<file path="src/rtl/ahb_avalon_pkg.sv">
// Shared types and constants for the AHB-Lite slave to Avalon-MM master bridge.
//
// Contents:
//   state_t             bridge FSM state encoding
//   Htrans*/Hresp*/Hsize* AHB field encodings
//   size_to_byteenable  HSIZE + HADDR[1:0] -> Avalon byte lanes
//   is_illegal          size/alignment legality check for the ERROR response
//
// Build option: AHB_AVALON_ERR_RESP_EN adds the ERROR response states.
package ahb_avalon_pkg;

    typedef enum logic [2:0] {
        StIdle   = 3'd0,
        StWr     = 3'd1,
        StRdCmd  = 3'd2,
        StRdWait = 3'd3
`ifdef AHB_AVALON_ERR_RESP_EN
        ,
        StErr1   = 3'd4,
        StErr2   = 3'd5
`endif
    } state_t;

    localparam logic [1:0] HtransIdle   = 2'b00;
    localparam logic [1:0] HtransBusy   = 2'b01;
    localparam logic [1:0] HtransNonseq = 2'b10;
    localparam logic [1:0] HtransSeq    = 2'b11;

    localparam logic [1:0] HrespOkay  = 2'b00;
    localparam logic [1:0] HrespError = 2'b01;

    localparam logic [2:0] HsizeByte = 3'b000;
    localparam logic [2:0] HsizeHalf = 3'b001;
    localparam logic [2:0] HsizeWord = 3'b010;

    // Sizes above a word fall into the default arm and enable all four lanes.
    function automatic logic [3:0] size_to_byteenable(input logic [2:0] hsize,
                                                      input logic [1:0] addr_lo);
        logic [3:0] be;
        case (hsize)
            HsizeByte: be = 4'b0001 << addr_lo;
            HsizeHalf: be = 4'b0011 << {addr_lo[1], 1'b0};
            default:   be = 4'b1111;
        endcase
        return be;
    endfunction

    function automatic logic is_illegal(input logic [2:0] hsize, input logic [1:0] addr_lo);
        return (hsize > HsizeWord) ||
               ((hsize == HsizeHalf) && addr_lo[0]) ||
               ((hsize == HsizeWord) && (addr_lo != 2'b00));
    endfunction

endpackage

</file>
<file path="src/rtl/ahb_addr_phase_reg.sv">
// AHB address-phase capture: decides whether the current address phase is
// accepted and holds the sampled address/control for the following data phase.
//
// Ports:
//   clk_i, rst_ni        clock, synchronous active-low reset
//   hsel_i .. hreadyin_i AHB address-phase inputs
//   hreadyout_i          bridge's own HREADYOUT (phase may only advance when high)
//   accept_o             a NONSEQ/SEQ transfer is taken at the next rising edge
//   req_write_o          HWRITE of the transfer being accepted
//   req_illegal_o        legality flag of the transfer being accepted
//   addr_o, write_o,
//   be_o, illegal_o      registered address-phase information
//
// Build option: AHB_AVALON_ERR_RESP_EN enables the legality check; without it
// req_illegal_o is 0 and illegal sizes map to a full word.
module ahb_addr_phase_reg
    import ahb_avalon_pkg::*;
#(
    parameter int unsigned AddrWidth = 32
) (
    input  logic                 clk_i,
    input  logic                 rst_ni,
    input  logic                 hsel_i,
    input  logic [AddrWidth-1:0] haddr_i,
    input  logic [1:0]           htrans_i,
    input  logic                 hwrite_i,
    input  logic [2:0]           hsize_i,
    input  logic                 hreadyin_i,
    input  logic                 hreadyout_i,
    output logic                 accept_o,
    output logic                 req_write_o,
    output logic                 req_illegal_o,
    output logic [AddrWidth-1:0] addr_o,
    output logic                 write_o,
    output logic [3:0]           be_o,
    output logic                 illegal_o
);

    logic [AddrWidth-1:0] addr_q;
    logic                 write_q;
    logic [3:0]           be_q;
    logic                 illegal_q;
    logic                 illegal_now;

    assign accept_o = hsel_i & hreadyin_i & hreadyout_i &
                      ((htrans_i == HtransNonseq) || (htrans_i == HtransSeq));

`ifdef AHB_AVALON_ERR_RESP_EN
    assign illegal_now = is_illegal(hsize_i, haddr_i[1:0]);
`else
    assign illegal_now = 1'b0;
`endif

    assign req_write_o   = hwrite_i;
    assign req_illegal_o = illegal_now;

    always_ff @(posedge clk_i) begin
        if (!rst_ni) begin
            addr_q    <= '0;
            write_q   <= 1'b0;
            be_q      <= 4'b0000;
            illegal_q <= 1'b0;
        end else if (accept_o) begin
            addr_q    <= {haddr_i[AddrWidth-1:2], 2'b00};
            write_q   <= hwrite_i;
            be_q      <= size_to_byteenable(hsize_i, haddr_i[1:0]);
            illegal_q <= illegal_now;
        end
    end

    assign addr_o    = addr_q;
    assign write_o   = write_q;
    assign be_o      = be_q;
    assign illegal_o = illegal_q;

endmodule

</file>
<file path="src/rtl/ahb_avalon_bridge.sv">
// AHB-Lite slave to Avalon-MM master bridge. Each accepted NONSEQ/SEQ transfer
// becomes one Avalon read or write; the AHB data phase is stretched with
// HREADYOUT until the Avalon side completes. One transfer outstanding.
//
// Ports:
//   clk, reset_n                     clock, synchronous active-low reset
//   HSEL..HREADYIN                   AHB-Lite slave inputs
//   HRDATA, HREADYOUT, HRESP         AHB-Lite slave outputs
//   avm_address..avm_byteenable      Avalon-MM master command outputs
//   avm_waitrequest, avm_readdata,
//   avm_readdatavalid                Avalon-MM master response inputs
//
// Build option: AHB_AVALON_ERR_RESP_EN returns a two-cycle ERROR for illegal
// size/alignment instead of issuing an Avalon access.
module ahb_avalon_bridge
    import ahb_avalon_pkg::*;
#(
    parameter int unsigned ADDRESSWIDTH = 32,
    parameter int unsigned DATAWIDTH    = 32
) (
    input  logic                    clk,
    input  logic                    reset_n,
    input  logic                    HSEL,
    input  logic [ADDRESSWIDTH-1:0] HADDR,
    input  logic [1:0]              HTRANS,
    input  logic                    HWRITE,
    input  logic [2:0]              HSIZE,
    input  logic [DATAWIDTH-1:0]    HWDATA,
    input  logic                    HREADYIN,
    output logic [DATAWIDTH-1:0]    HRDATA,
    output logic                    HREADYOUT,
    output logic [1:0]              HRESP,
    output logic [ADDRESSWIDTH-1:0] avm_address,
    output logic                    avm_read,
    output logic                    avm_write,
    output logic [DATAWIDTH-1:0]    avm_writedata,
    output logic [3:0]              avm_byteenable,
    input  logic                    avm_waitrequest,
    input  logic [DATAWIDTH-1:0]    avm_readdata,
    input  logic                    avm_readdatavalid
);

`ifdef AHB_AVALON_ERR_RESP_EN
    localparam state_t ErrEntry = StErr1;
`else
    // Never reached: the legality flag is tied low in this build.
    localparam state_t ErrEntry = StIdle;
`endif

    state_t                  state_q, state_d, dispatch;
    logic                    accept, req_write, req_illegal;
    logic                    write_q, illegal_q;
    logic [ADDRESSWIDTH-1:0] addr_q;
    logic [3:0]              be_q;

    ahb_addr_phase_reg #(
        .AddrWidth (ADDRESSWIDTH)
    ) u_addr_phase (
        .clk_i         (clk),
        .rst_ni        (reset_n),
        .hsel_i        (HSEL),
        .haddr_i       (HADDR),
        .htrans_i      (HTRANS),
        .hwrite_i      (HWRITE),
        .hsize_i       (HSIZE),
        .hreadyin_i    (HREADYIN),
        .hreadyout_i   (HREADYOUT),
        .accept_o      (accept),
        .req_write_o   (req_write),
        .req_illegal_o (req_illegal),
        .addr_o        (addr_q),
        .write_o       (write_q),
        .be_o          (be_q),
        .illegal_o     (illegal_q)
    );

    assign avm_address    = addr_q;
    assign avm_byteenable = be_q;

    // Output decode. HREADYOUT follows the Avalon handshake combinationally so a
    // completing cycle can also take the pipelined next address phase.
    always_comb begin
        HREADYOUT     = 1'b1;
        HRESP         = HrespOkay;
        HRDATA        = '0;
        avm_read      = 1'b0;
        avm_write     = 1'b0;
        avm_writedata = '0;
        case (state_q)
            StWr: begin
                avm_write     = write_q & ~illegal_q;
                avm_writedata = HWDATA;
                HREADYOUT     = ~avm_waitrequest;
            end
            StRdCmd: begin
                avm_read  = ~write_q & ~illegal_q;
                HREADYOUT = 1'b0;
            end
            StRdWait: begin
                HRDATA    = avm_readdata;
                HREADYOUT = avm_readdatavalid;
            end
`ifdef AHB_AVALON_ERR_RESP_EN
            StErr1: begin
                HRESP     = HrespError;
                HREADYOUT = 1'b0;
            end
            StErr2: begin
                HRESP = HrespError;
            end
`endif
            default: ;
        endcase
    end

    // Destination for whatever address phase is being sampled this cycle.
    always_comb begin
        dispatch = StIdle;
        if (accept) begin
            if (req_illegal) begin
                dispatch = ErrEntry;
            end else if (req_write) begin
                dispatch = StWr;
            end else begin
                dispatch = StRdCmd;
            end
        end
    end

    always_comb begin
        state_d = state_q;
        case (state_q)
            StIdle:   state_d = dispatch;
            StWr:     if (!avm_waitrequest) state_d = dispatch;
            StRdCmd:  if (!avm_waitrequest) state_d = StRdWait;
            StRdWait: if (avm_readdatavalid) state_d = dispatch;
`ifdef AHB_AVALON_ERR_RESP_EN
            StErr1:   state_d = StErr2;
            StErr2:   state_d = dispatch;
`endif
            default:  state_d = StIdle;
        endcase
    end

    // Reset drops any in-flight transfer; a late readdatavalid then lands in
    // IDLE, which does not look at it.
    always_ff @(posedge clk) begin
        if (!reset_n) begin
            state_q <= StIdle;
        end else begin
            state_q <= state_d;
        end
    end

endmodule

</file>
<file path="config.mk">
export PLATFORM = sky130hd
export DESIGN_NAME = ahb_avalon_bridge
export DESIGN_NICKNAME = d
export VERILOG_FILES = /design/src/rtl/ahb_avalon_pkg.sv /design/src/rtl/ahb_addr_phase_reg.sv /design/src/rtl/ahb_avalon_bridge.sv
export SDC_FILE = /design/constraint.sdc
export NUM_CORES = 1
export LEC_CHECK = 0
export ABC_AREA = 1
export CORE_AREA = 2 2 82 84
export DETAILED_ROUTE_END_ITERATION = 8
export DIE_AREA = 0 0 84 86
export DONT_BUFFER_PORTS = 1
export HOLD_SLACK_MARGIN = 0.02
export PLACE_DENSITY = 0.49
export SLEW_MARGIN = 20
export SYNTH_ARGS = -nofsm -noshare
export SYNTH_HDL_FRONTEND = slang
export SYNTH_SLANG_ARGS = --single-unit
export TNS_END_PERCENT = 1
</file>
<file path="constraint.sdc">
create_clock -name clk -period 1.4 [get_ports clk]
set_input_delay 0.21 -clock clk [delete_from_list [all_inputs] [get_ports clk]]
set_output_delay 0.21 -clock clk [all_outputs]
set_load 0.03 [all_outputs]
</file>
==> qor.txt <==
Outcome = finished with violations
Failing checks = negative setup slack
Gr ovfl total = 0
Synth async-reset ratio = 0%
Arrival time worst endpoint = 1.23 ns
Tcrit/Tclk final = 103%
Tot GR Track Use = 17.9%
First-pass GRT wire length = 10.2 mm
Sequential share of the synthesized area = 36.7%
Tmin final = 1.44 ns
Highest clock rate = 695 MHz
CP peak stage delay = 0.40 ns
CP max FO = 13
Worst R2R Setup Slack = 0.08 ns
Starting Density = 32.1%
CTS tree = built
Worst path required time = 1.19 ns
DIE WIDTH = 84 µm
Leak = 0.00157 µW
Core area = 6280 µm²
Diode count = 0
Max-slew violation count = 0
Pre-antenna DRT Iters = 4
Post-synth EDFFs = 0
Pin count of the biggest net entering global routing = 34
Min-Delay Path Depth = 2
R2r worst-path depth = 8
Power density cells = 859 nW/µm²
Min-Delay Path Class = in -> reg
Later-pin clock latency in the skew report = 0.28 ns
Area grow syn2layout = 46.9%
Most frequent cell after synthesis = inv_1
Crit start category = flop
Initial drt markers = 38
Antenna Nets Post-Route = 0
Yosys warning count = 0
Max cap viols = 0
Worst-path cell with the longest stage delay = dfxtp_4
Worst path cell trace = nand2_4, buf_6, nor2_1, buf_4
Final hold slack = 0.0445 ns
VDD IR max = 491 µV
CTS Root Cell = clkbuf_8
Area after DPL = 2660 µm²
Vias per Instance = 4.55
Hold path startpoint = reset_n
RSZ-0062 raised after global routing = true
Routed WL = 7.18 mm
Routed length per instance = 14.9 µm
RD Place Congestion = 0.763
Setup slack after layout = -0.0385 ns
DR vias = 2197
Synth area leaders = dfxtp_1, inv_1, nor2_1
Post-synth top area cell = dfxtp_1
Initial antenna violation count = 0
Max clock buf depth = 2
IO Count = 213
Nets = 514
Final setup viols = 22
DIE HEIGHT = 86 µm
Die area = 7220 µm²
Layout cells sized above 1 = 29.6%
Final Cell Area = 2960 µm²
CP endpoint kind = output port
Util after Layout = 47.2%
Synthesized flop and latch total = 37
Top cell type's share of synthesized area = 36.7%
Port bufs = 0
Depth of the CTS H-tree = 2
Reg2Reg Launch Point = state_q[0]
Netlist Area Pre-Place = 2020 µm²
Synth cell types = 16
Buf/Inv on CP = 2
Clk pin slew, worst setup/hold paths = 0.07 ns
DRC Markers = 0
Commonest cells in the netlist = inv_1, nor2_1, nand2_1, dfxtp_1, a21oi_1
Number of global-route vias before repair = 2008
Crit path depth = 4
Synth Area per Inst = 6.00 µm²
Most used DFF post-synth = dfxtp_1
Gate Count Post-Synth = 336
Clock skew = 0.00217 ns
Kind of critical path = reg -> out
Cell family with most CP delay = flip-flops
Final Hold Vio Count = 0
CTS Buf Count = 5
Reg-to-Reg End = u_addr_phase.addr_o[2]
CTS sink count = 37
CTS Hold Bufs = 0
FP Rows = 29
WHS Endpoint = u_addr_phase.be_o[2]
DP HPWL = 5.45 mm
logic make-up (layout without fill, tap and decap cells):
kind of cell | after synthesis | count (layout) | synth area share (%)
DFF | 37 | 37 | 36.7
and+or+nand+nor | 158 | 158 | 32.3
other | 1 | 4 | 0.186
AOI/OAI and AO/OA | 40 | 40 | 10.1
buffers and inverters | 100 | 167 | 20.7
placed cells by master (no fill, tap or decap), types with 2 or more instances in the layout:
cell type	count
nand3_1	30
clkbuf_8	5
inv_4	2
buf_4	53
dfxtp_1	35
nand2_4	2
nor2_1	47
nand3_2	2
a21oi_1	35
nand2_1	53
nor2_2	21
inv_1	76
buf_6	22
o21ai_0	3
buf_12	6
conb_1	4
worst max-delay path by stage:
stage | end | slack (ns) | from
finish | HRDATA[21] | -0.04 | state_q[0]
global route | avm_writedata[3] | -0.09 | state_q[1]
CTS | avm_writedata[7] | -0.05 | state_q[1]
detailed placement | u_addr_phase.be_o[1] | 0.12 | state_q[0]
global placement | u_addr_phase.be_o[1] | 0.14 | state_q[0]
floorplan | HRDATA[10] | 0.05 | state_q[0]
state kept, by name, indices dropped and copies added (netlist names):
name                  flops
u_addr_phase.addr_o      30
state_q                   2
u_addr_phase.be_o         4
u_addr_phase.write_o      1
stage by stage:
step                      setup WS, ns  total power (µW)  cells  TNS (ns)
after CTS                      -0.0507              2540    481    -0.642
after global routing           -0.0873              2670    483     -4.61
final                          -0.0385              2540    483    -0.291
after floorplan                 0.0514              1600    339         0
after detailed placement         0.118              1790    473         0
after global placement           0.145              1790    473         0
power breakdown:
part           leakage [µW]  internal (µW)  switching (µW)  total (µW)
Combinational       0.00123            234             390         625
Sequential         0.000302           1100             108        1200
Clock             0.0000412            345             369         714
layout make-up:
cell class	instances	area, µm²
Fill cell	655	3320
Multi-Input combinational cell	202	948
Timing Repair Buffer	82	791
Sequential cell	37	746
Inverter	78	298
Tap cell	77	96.3
Clock buffer	6	72.6
Clock inverter	1	8.76
what timing repair did:
| action | in CTS | in global routing |
|---|---|---|
| hold endpoints to repair | 0 | 0 |
| resized for setup | 16 | 41 |
| setup buffers | 1 | 0 |
| setup endpoints to repair | 65 | 83 |
| gates cloned | 0 | 2 |
layer usage:
metal / global-route usage (%) / share of wire, % / up-vias
met5: 0 / 0 / -
met4: 4.11 / 0.85 / 0
met3: 11.5 / 14 / 8
met2: 27.7 / 46 / 113
met1: 20.9 / 39 / 952
li1: - / - / 1124
(Power assumes the default switching activity.)
